[config.mk]
export PLATFORM = sky130hd
export DESIGN_NAME = fpr_mult_unit_flat
export DESIGN_NICKNAME = d
export VERILOG_FILES = /design/src/rtl/fpr_mult_unit_if.sv /design/src/rtl/fpr_mult_unit.sv /design/src/flat_wrapper.sv
export SDC_FILE = /design/constraint.sdc
export NUM_CORES = 1
export LEC_CHECK = 0
export CORE_ASPECT_RATIO = 1.25
export CORE_MARGIN = 4
export CORE_UTILIZATION = 30
export DETAILED_ROUTE_END_ITERATION = 8
export PLACE_DENSITY = 0.48
export SLEW_MARGIN = 20
export SYNTH_ARGS = -nofsm -noshare
export SYNTH_HDL_FRONTEND = slang
export SYNTH_SLANG_ARGS = --single-unit
[constraint.sdc]
create_clock -name clk -period 8.6 [get_ports clk]
set_clock_uncertainty 0.15 [all_clocks]
set_input_delay 1.72 -clock clk [delete_from_list [all_inputs] [get_ports clk]]
set_output_delay 1.72 -clock clk [all_outputs]
set_load 0.05 [all_outputs]
[src/rtl/fpr_mult_unit_if.sv]
// ---------------------------------------------------------------------------
// fpr_mult_unit_if
// Bundle between the DLX control path / FP register file and the iterative
// multiplier.
//
// Handshake: start is a one-cycle launch request that is only honoured while
// busy is low; once accepted, busy stays high until the cycle after the
// single-cycle done/regWr pulse, and every start seen while busy is dropped.
//
// Signals
//   start, isSigned, opA, opB, rdIn : request side (master -> slave)
//   busy, done, regWr, Rw, busW     : status / regfile write port (slave -> master)
//   productHi                       : high product word, observe only
//   dbg_state                       : registered FSM state, observe only
// Modports: master (requester / bench), slave (multiplier unit)
// ---------------------------------------------------------------------------
interface fpr_mult_unit_if #(
    parameter int WIDTH      = 32,
    parameter int REG_ADDR_W = 5
);
    logic                  start;
    logic                  isSigned;
    logic [WIDTH-1:0]      opA;
    logic [WIDTH-1:0]      opB;
    logic [REG_ADDR_W-1:0] rdIn;
    logic                  busy;
    logic                  done;
    logic                  regWr;
    logic [REG_ADDR_W-1:0] Rw;
    logic [WIDTH-1:0]      busW;
    logic [WIDTH-1:0]      productHi;
    logic [1:0]            dbg_state;

    modport master (
        output start, isSigned, opA, opB, rdIn,
        input  busy, done, regWr, Rw, busW, productHi, dbg_state
    );

    modport slave (
        input  start, isSigned, opA, opB, rdIn,
        output busy, done, regWr, Rw, busW, productHi, dbg_state
    );
endinterface

[src/rtl/fpr_mult_unit.sv]
// ---------------------------------------------------------------------------
// fpr_mult_unit
// Radix-2 shift-add integer multiplier (DLX mult / multu) on FP-register
// operands. One multiplier bit is retired per clock through a single 2*WIDTH
// adder; the low product word is written back through the regfile port.
//
// Ports
//   clk   : system clock, rising-edge state updates
//   reset : asynchronous, active-high
//   bus   : fpr_mult_unit_if.slave (request, regfile write port, debug state)
//
// Configuration
//   MULT_EARLY_TERM_EN : when defined, RUN also ends as soon as the remaining
//                        multiplier bits are all zero. Results are unchanged,
//                        only latency shrinks. Undefined: fixed WIDTH-cycle RUN.
// ---------------------------------------------------------------------------
module fpr_mult_unit #(
    parameter int WIDTH      = 32,
    parameter int REG_ADDR_W = 5
) (
    input  logic             clk,
    input  logic             reset,
    fpr_mult_unit_if.slave   bus
);
    localparam logic [1:0] S_IDLE = 2'd0;
    localparam logic [1:0] S_RUN  = 2'd1;
    localparam logic [1:0] S_FIX  = 2'd2;
    localparam logic [1:0] S_WB   = 2'd3;

    localparam int               CNT_W = $clog2(WIDTH);
    localparam logic [CNT_W-1:0] LAST  = CNT_W'(WIDTH - 1);

    logic [1:0]            state;
    logic [2*WIDTH-1:0]    acc;
    logic [2*WIDTH-1:0]    mcand;     // multiplicand, pre-shifted by count
    logic [WIDTH-1:0]      mplier;    // remaining multiplier bits, LSB next
    logic [CNT_W-1:0]      count;
    logic                  neg;
    logic [REG_ADDR_W-1:0] rw_q;
    logic [WIDTH-1:0]      lo_q;
    logic [WIDTH-1:0]      hi_q;

    logic [WIDTH-1:0]      mag_a;
    logic [WIDTH-1:0]      mag_b;
    logic [2*WIDTH-1:0]    fix_val;
    logic                  run_last;

    // Magnitudes for signed operands. The most negative value maps onto
    // itself, which read as unsigned is exactly 2^(WIDTH-1).
    assign mag_a = (bus.isSigned && bus.opA[WIDTH-1]) ? (~bus.opA + WIDTH'(1)) : bus.opA;
    assign mag_b = (bus.isSigned && bus.opB[WIDTH-1]) ? (~bus.opB + WIDTH'(1)) : bus.opB;

    // Sign restore over the full double-width product (modulo 2^(2*WIDTH)).
    assign fix_val = neg ? (~acc + (2*WIDTH)'(1)) : acc;

`ifdef MULT_EARLY_TERM_EN
    // Stop once the bits still to be shifted in are all zero.
    assign run_last = (count == LAST) || (mplier[WIDTH-1:1] == '0);
`else
    assign run_last = (count == LAST);
`endif

    always_ff @(posedge clk or posedge reset) begin
        if (reset) begin
            state  <= S_IDLE;
            acc    <= '0;
            mcand  <= '0;
            mplier <= '0;
            count  <= '0;
            neg    <= 1'b0;
            rw_q   <= '0;
            lo_q   <= '0;
            hi_q   <= '0;
        end else begin
            case (state)
                S_IDLE: begin
                    if (bus.start) begin
                        mcand  <= {{WIDTH{1'b0}}, mag_a};
                        mplier <= mag_b;
                        rw_q   <= bus.rdIn;
                        neg    <= bus.isSigned & (bus.opA[WIDTH-1] ^ bus.opB[WIDTH-1]);
                        acc    <= '0;
                        count  <= '0;
                        state  <= S_RUN;
                    end
                end
                S_RUN: begin
                    if (mplier[0]) begin
                        acc <= acc + mcand;
                    end
                    mcand  <= mcand << 1;
                    mplier <= mplier >> 1;
                    count  <= count + CNT_W'(1);
                    if (run_last) begin
                        state <= S_FIX;
                    end
                end
                S_FIX: begin
                    acc   <= fix_val;
                    lo_q  <= fix_val[WIDTH-1:0];
                    hi_q  <= fix_val[2*WIDTH-1:WIDTH];
                    state <= S_WB;
                end
                default: begin
                    // S_WB: the regfile commits during this cycle.
                    state <= S_IDLE;
                end
            endcase
        end
    end

    assign bus.busy      = (state != S_IDLE);
    assign bus.done      = (state == S_WB);
    assign bus.regWr     = (state == S_WB);
    assign bus.Rw        = rw_q;
    assign bus.busW      = lo_q;
    assign bus.productHi = hi_q;
    assign bus.dbg_state = state;

endmodule

[src/flat_wrapper.sv]
// flat-port wrapper written by rule: the top's interface ports become plain ports
module fpr_mult_unit_flat 
#(
    parameter int WIDTH      = 32,
    parameter int REG_ADDR_W = 5
)
  (clk, reset, bus_start, bus_isSigned, bus_opA, bus_opB, bus_rdIn, bus_busy, bus_done, bus_regWr, bus_Rw, bus_busW, bus_productHi, bus_dbg_state);
  fpr_mult_unit_if #(.WIDTH(WIDTH), .REG_ADDR_W(REG_ADDR_W)) bus_i ();
  input  logic clk;
  input  logic reset;
  input wire logic [$bits(bus_i.start)-1:0] bus_start;
  input wire logic [$bits(bus_i.isSigned)-1:0] bus_isSigned;
  input wire logic [$bits(bus_i.opA)-1:0] bus_opA;
  input wire logic [$bits(bus_i.opB)-1:0] bus_opB;
  input wire logic [$bits(bus_i.rdIn)-1:0] bus_rdIn;
  output wire logic [$bits(bus_i.busy)-1:0] bus_busy;
  output wire logic [$bits(bus_i.done)-1:0] bus_done;
  output wire logic [$bits(bus_i.regWr)-1:0] bus_regWr;
  output wire logic [$bits(bus_i.Rw)-1:0] bus_Rw;
  output wire logic [$bits(bus_i.busW)-1:0] bus_busW;
  output wire logic [$bits(bus_i.productHi)-1:0] bus_productHi;
  output wire logic [$bits(bus_i.dbg_state)-1:0] bus_dbg_state;
  assign bus_i.start = bus_start;
  assign bus_i.isSigned = bus_isSigned;
  assign bus_i.opA = bus_opA;
  assign bus_i.opB = bus_opB;
  assign bus_i.rdIn = bus_rdIn;
  assign bus_busy = bus_i.busy;
  assign bus_done = bus_i.done;
  assign bus_regWr = bus_i.regWr;
  assign bus_Rw = bus_i.Rw;
  assign bus_busW = bus_i.busW;
  assign bus_productHi = bus_i.productHi;
  assign bus_dbg_state = bus_i.dbg_state;
  fpr_mult_unit #(.WIDTH(WIDTH), .REG_ADDR_W(REG_ADDR_W)) u_core (.clk(clk), .reset(reset), .bus(bus_i));
endmodule
==> results.txt <==
Crit path DAT = 5.14 ns
GR Overflow Total = 0
Final instance area = 19,800 um2
Element type at the critical path end = flip-flop
Final Wtd Congestion = 0.904
Status = finished clean
Setup TNS Final = 0 ns
Worst Setup Start Kind = primary input
Max FO, Critical Path = 4
Worst endpoint required time = 8.93 ns
Pwr per Cell Area = 434 nW/um2
Vias in the first global route = 15,200
Wire per inst = 20.1 um
Most used cell, CP = nor4_1
Total number of vias = 15,600
Instance area after placement = 18,800 um2
Port Buf Inserts = 146
Internal reg-to-reg setup slack = 3.97 ns
GRT Total Usage = 0.189
Initial Utilization = 0.304
CP max-delay cell = or4_1
Clock root cell = clkbuf_16
Die width = 219 um
Clock transition at path regs = 0.06 ns
Slew HR = 0.304
FILL cells = 5,686
Syn nets = 2,231
Resize count post-CTS = 0
Final Hold Violating Endpoints = 0
Top-Level Pins = 147
Maximum clock path buffer count = 3
Final setup vio count = 0
Synth cell types = 72
EDFF count, synth = 0
Max incr delay on CP = 0.63 ns
Leak Pwr = 8.23 nW
CP Cell Sequence = clkdlybuf4s50_1 > or4_1 > nor4_1 > nand3_1 > nor4_1 > nand3b_1 > o41ai_1 > xnor2_1 > mux2i_1 > o21ai_0
Clock power frac = 0.154
Total die area = 59,800 um2
ANT cells = 0
DR pass1 iterations = 7
Drt drc = 0
Switching pwr = 4.59 mW
Primary FF master, synth = dfrtp_1
Antenna viol nets, final = 0
Row cnt = 96
Syn avg cell area = 8.05 um2
Post-Syn Area = 16,800 um2
Core Area = 55,100 um2
P_int = 4.03 mW
Worst-Margin Slew = 1.02 ns
DR iter-0 viols = 924
Final Cycle Share = 0.560
RSZ-0062 raised after global routing = no
Final slew viol count = 0
HP Class = reg2reg
Mapped Cells = 2,084
Critical path type = in2reg
Register area = 5930 um2
F_max = 208 MHz
Max-cap violations = 0
Worst skew pair latency = 0.61 ns
Asr flop ratio synth = 1.00
Register bit total from synthesis = 237
Sw frac = 0.533
Sequential area share after synthesis = 0.354
First-pass GRT wire length = 89.7 mm
NumNets Final = 2,287
Largest net degree at the start of global routing = 112
Synth warn = 0
CTS tree = yes
Share of power burned in registers = 0.247
Final wirelength = 58.1 mm
Drt via density = 5.37
Area grow syn2layout = 18.3%
# hold bufs at CTS = 0
Period minus WS final = 4.82 ns
Die Y = 272 um
DPL Wire Length = 44.3 mm
Logic gate share of total power = 0.599
Fraction of layout cells with a size suffix above 1 = 0.0463
Postcts setup bufs = 0
H-tree Lvls = 1
TritonCTS buffer count = 30
Initial antenna violation count = 0
Worst vdd ir = 232 uV
Multi-input logic area = 10,200 um2
CTS Sinks = 237
-- power groups by stage --
stage / Combinational [mW] / Sequential [mW] / Clock [mW]
after global routing: 5.64 / 2.19 / 1.41
after CTS: 5.18 / 2.13 / 1.36
after floorplan: 3.08 / 2.49 / 0
after detailed placement: 5.17 / 2.15 / 0
final: 5.16 / 2.13 / 1.33
after global placement: 5.14 / 2.14 / 0
-- worst max-delay path, delay by kind of cell --
kind | cells | cell delay [ns]
AOI/OAI and AO/OA | 2 | 0.51
xor gates and xnor gates | 1 | 0.17
buffers and inverters | 1 | 0.48
muxes | 1 | 0.09
and+or+nand+nor | 5 | 2.17
-- registers in the layout, indices dropped and copies added (netlist names) --
register              count
u_core.neg                1
u_core.bus.busW          32
u_core.count              5
u_core.mcand             64
u_core.acc               64
u_core.bus.productHi     32
u_core.bus.dbg_state      2
u_core.mplier            32
u_core.bus.Rw             5
-- synthesized netlist by cell type (4+ instances only) --
cell type,count,area [um2]
nand3_1,23,115
a221o_1,4,40.0
nor2b_1,10,62.6
nand2b_1,8,50.1
nor2_1,223,837
o311ai_0,4,35.0
o221ai_1,5,43.8
nor3b_1,6,45.0
or2_2,8,50.1
mux2_2,7,78.8
a211oi_1,9,67.6
o31a_1,6,52.6
nor3_1,68,340
nand4_1,49,307
a22oi_1,12,90.1
dfrtp_1,237,5930
a21o_1,36,270
a21oi_1,254,1270
clkbuf_1,122,458
nor4_1,17,106
o21ai_0,202,1010
o31ai_1,29,218
ha_1,73,913
a22o_1,47,412
o41ai_1,11,96.3
o211ai_1,6,45.0
buf_1,9,33.8
nand2_1,221,830
mux2i_1,11,110
or4_1,13,97.6
o22ai_1,19,119
o21a_1,18,135
a211o_1,4,35.0
a31oi_1,15,93.8
inv_1,31,116
and2_1,12,75.1
o21bai_1,9,67.6
and3_1,9,56.3
a21boi_0,4,30.0
xnor2_1,70,613
or3_1,24,150
xor2_1,97,850
-- metal layers --
layer | part of all wire | global-route usage | up-vias
met3 | 0.036 | 0.0210 | 82
li1 | - | - | 7654
met4 | 0.034 | 0.0607 | 0
met1 | 0.41 | 0.228 | 7484
met2 | 0.52 | 0.346 | 330
met5 | 0 | 0 | -
-- logic make-up after synthesis --
kind of cell               synth area share
adders and majority gates            0.0557
and+or+nand+nor                       0.196
buffers and inverters                0.0383
DFF                                   0.354
xor gates and xnor gates             0.0872
muxes                                0.0113
AOI/OAI and AO/OA                     0.258
-- final cells by class --
| type | instances | area share |
|---|---|---|
| timing repair buffer | 160 | 0.0790 |
| multi-input combinational | 1680 | 0.516 |
| sequential | 237 | 0.299 |
| clock buffer | 37 | 0.0417 |
| inverter | 31 | 0.00624 |
| tap | 735 | 0.0464 |
| clock inverter | 17 | 0.0114 |
-- placed cells by master (no fill, tap or decap), types with 12 or more instances in the layout --
| cell type | synthesis | routed |
|---|---|---|
| a21oi_1 | 254 | 253 |
| dfrtp_1 | 237 | 236 |
| nor2_1 | 223 | 222 |
| nand2_1 | 221 | 220 |
| o21ai_0 | 202 | 201 |
| clkdlybuf4s50_1 | 0 | 146 |
| xor2_1 | 97 | 97 |
| ha_1 | 73 | 71 |
| xnor2_1 | 70 | 70 |
| nor3_1 | 68 | 68 |
| nand4_1 | 49 | 49 |
| a22o_1 | 47 | 47 |
| a21o_1 | 36 | 36 |
| inv_1 | 31 | 30 |
| clkbuf_16 | 0 | 30 |
| o31ai_1 | 29 | 29 |
| or3_1 | 24 | 24 |
| nand3_1 | 23 | 23 |
| o22ai_1 | 19 | 19 |
| o21a_1 | 18 | 18 |
| nor4_1 | 17 | 17 |
| a31oi_1 | 15 | 15 |
| buf_4 | 1 | 14 |
| or4_1 | 13 | 13 |
| and2_1 | 12 | 12 |
| a22oi_1 | 12 | 12 |
-- metrics by stage --
stage | utilization | cells | power (mW) | setup slack (ns) | hold slack (ns)
6_report | 0.360 | 2897 | 8.62 | 3.78 | 0.320
2_1_floorplan | - | 2084 | 5.57 | 0.227 | 0.293
5_1_grt | 0.360 | 2897 | 9.23 | 3.45 | 0.343
4_1_cts | 0.360 | 2897 | 8.67 | 3.85 | 0.326
3_3_place_gp | 0.341 | 2843 | 7.27 | 3.39 | 0.310
3_5_place_dp | 0.341 | 2843 | 7.31 | 3.25 | 0.315
-- final timing paths --
kind                              startpoint                  endpoint  depth (start not counted)
max reg2reg                   u_core.acc[31]            u_core.acc[62]                         10
min reg2reg                u_core.mplier[21]         u_core.mplier[21]                          2
max in group asynchronous              reset                u_core.neg                          3
min in group asynchronous              reset  u_core.bus.productHi[27]                          2
min                        u_core.mplier[21]         u_core.mplier[21]                          2
max                               bus_opB[0]         u_core.mplier[29]                         10
No activity file was read; power rests on OpenSTA's default activity.
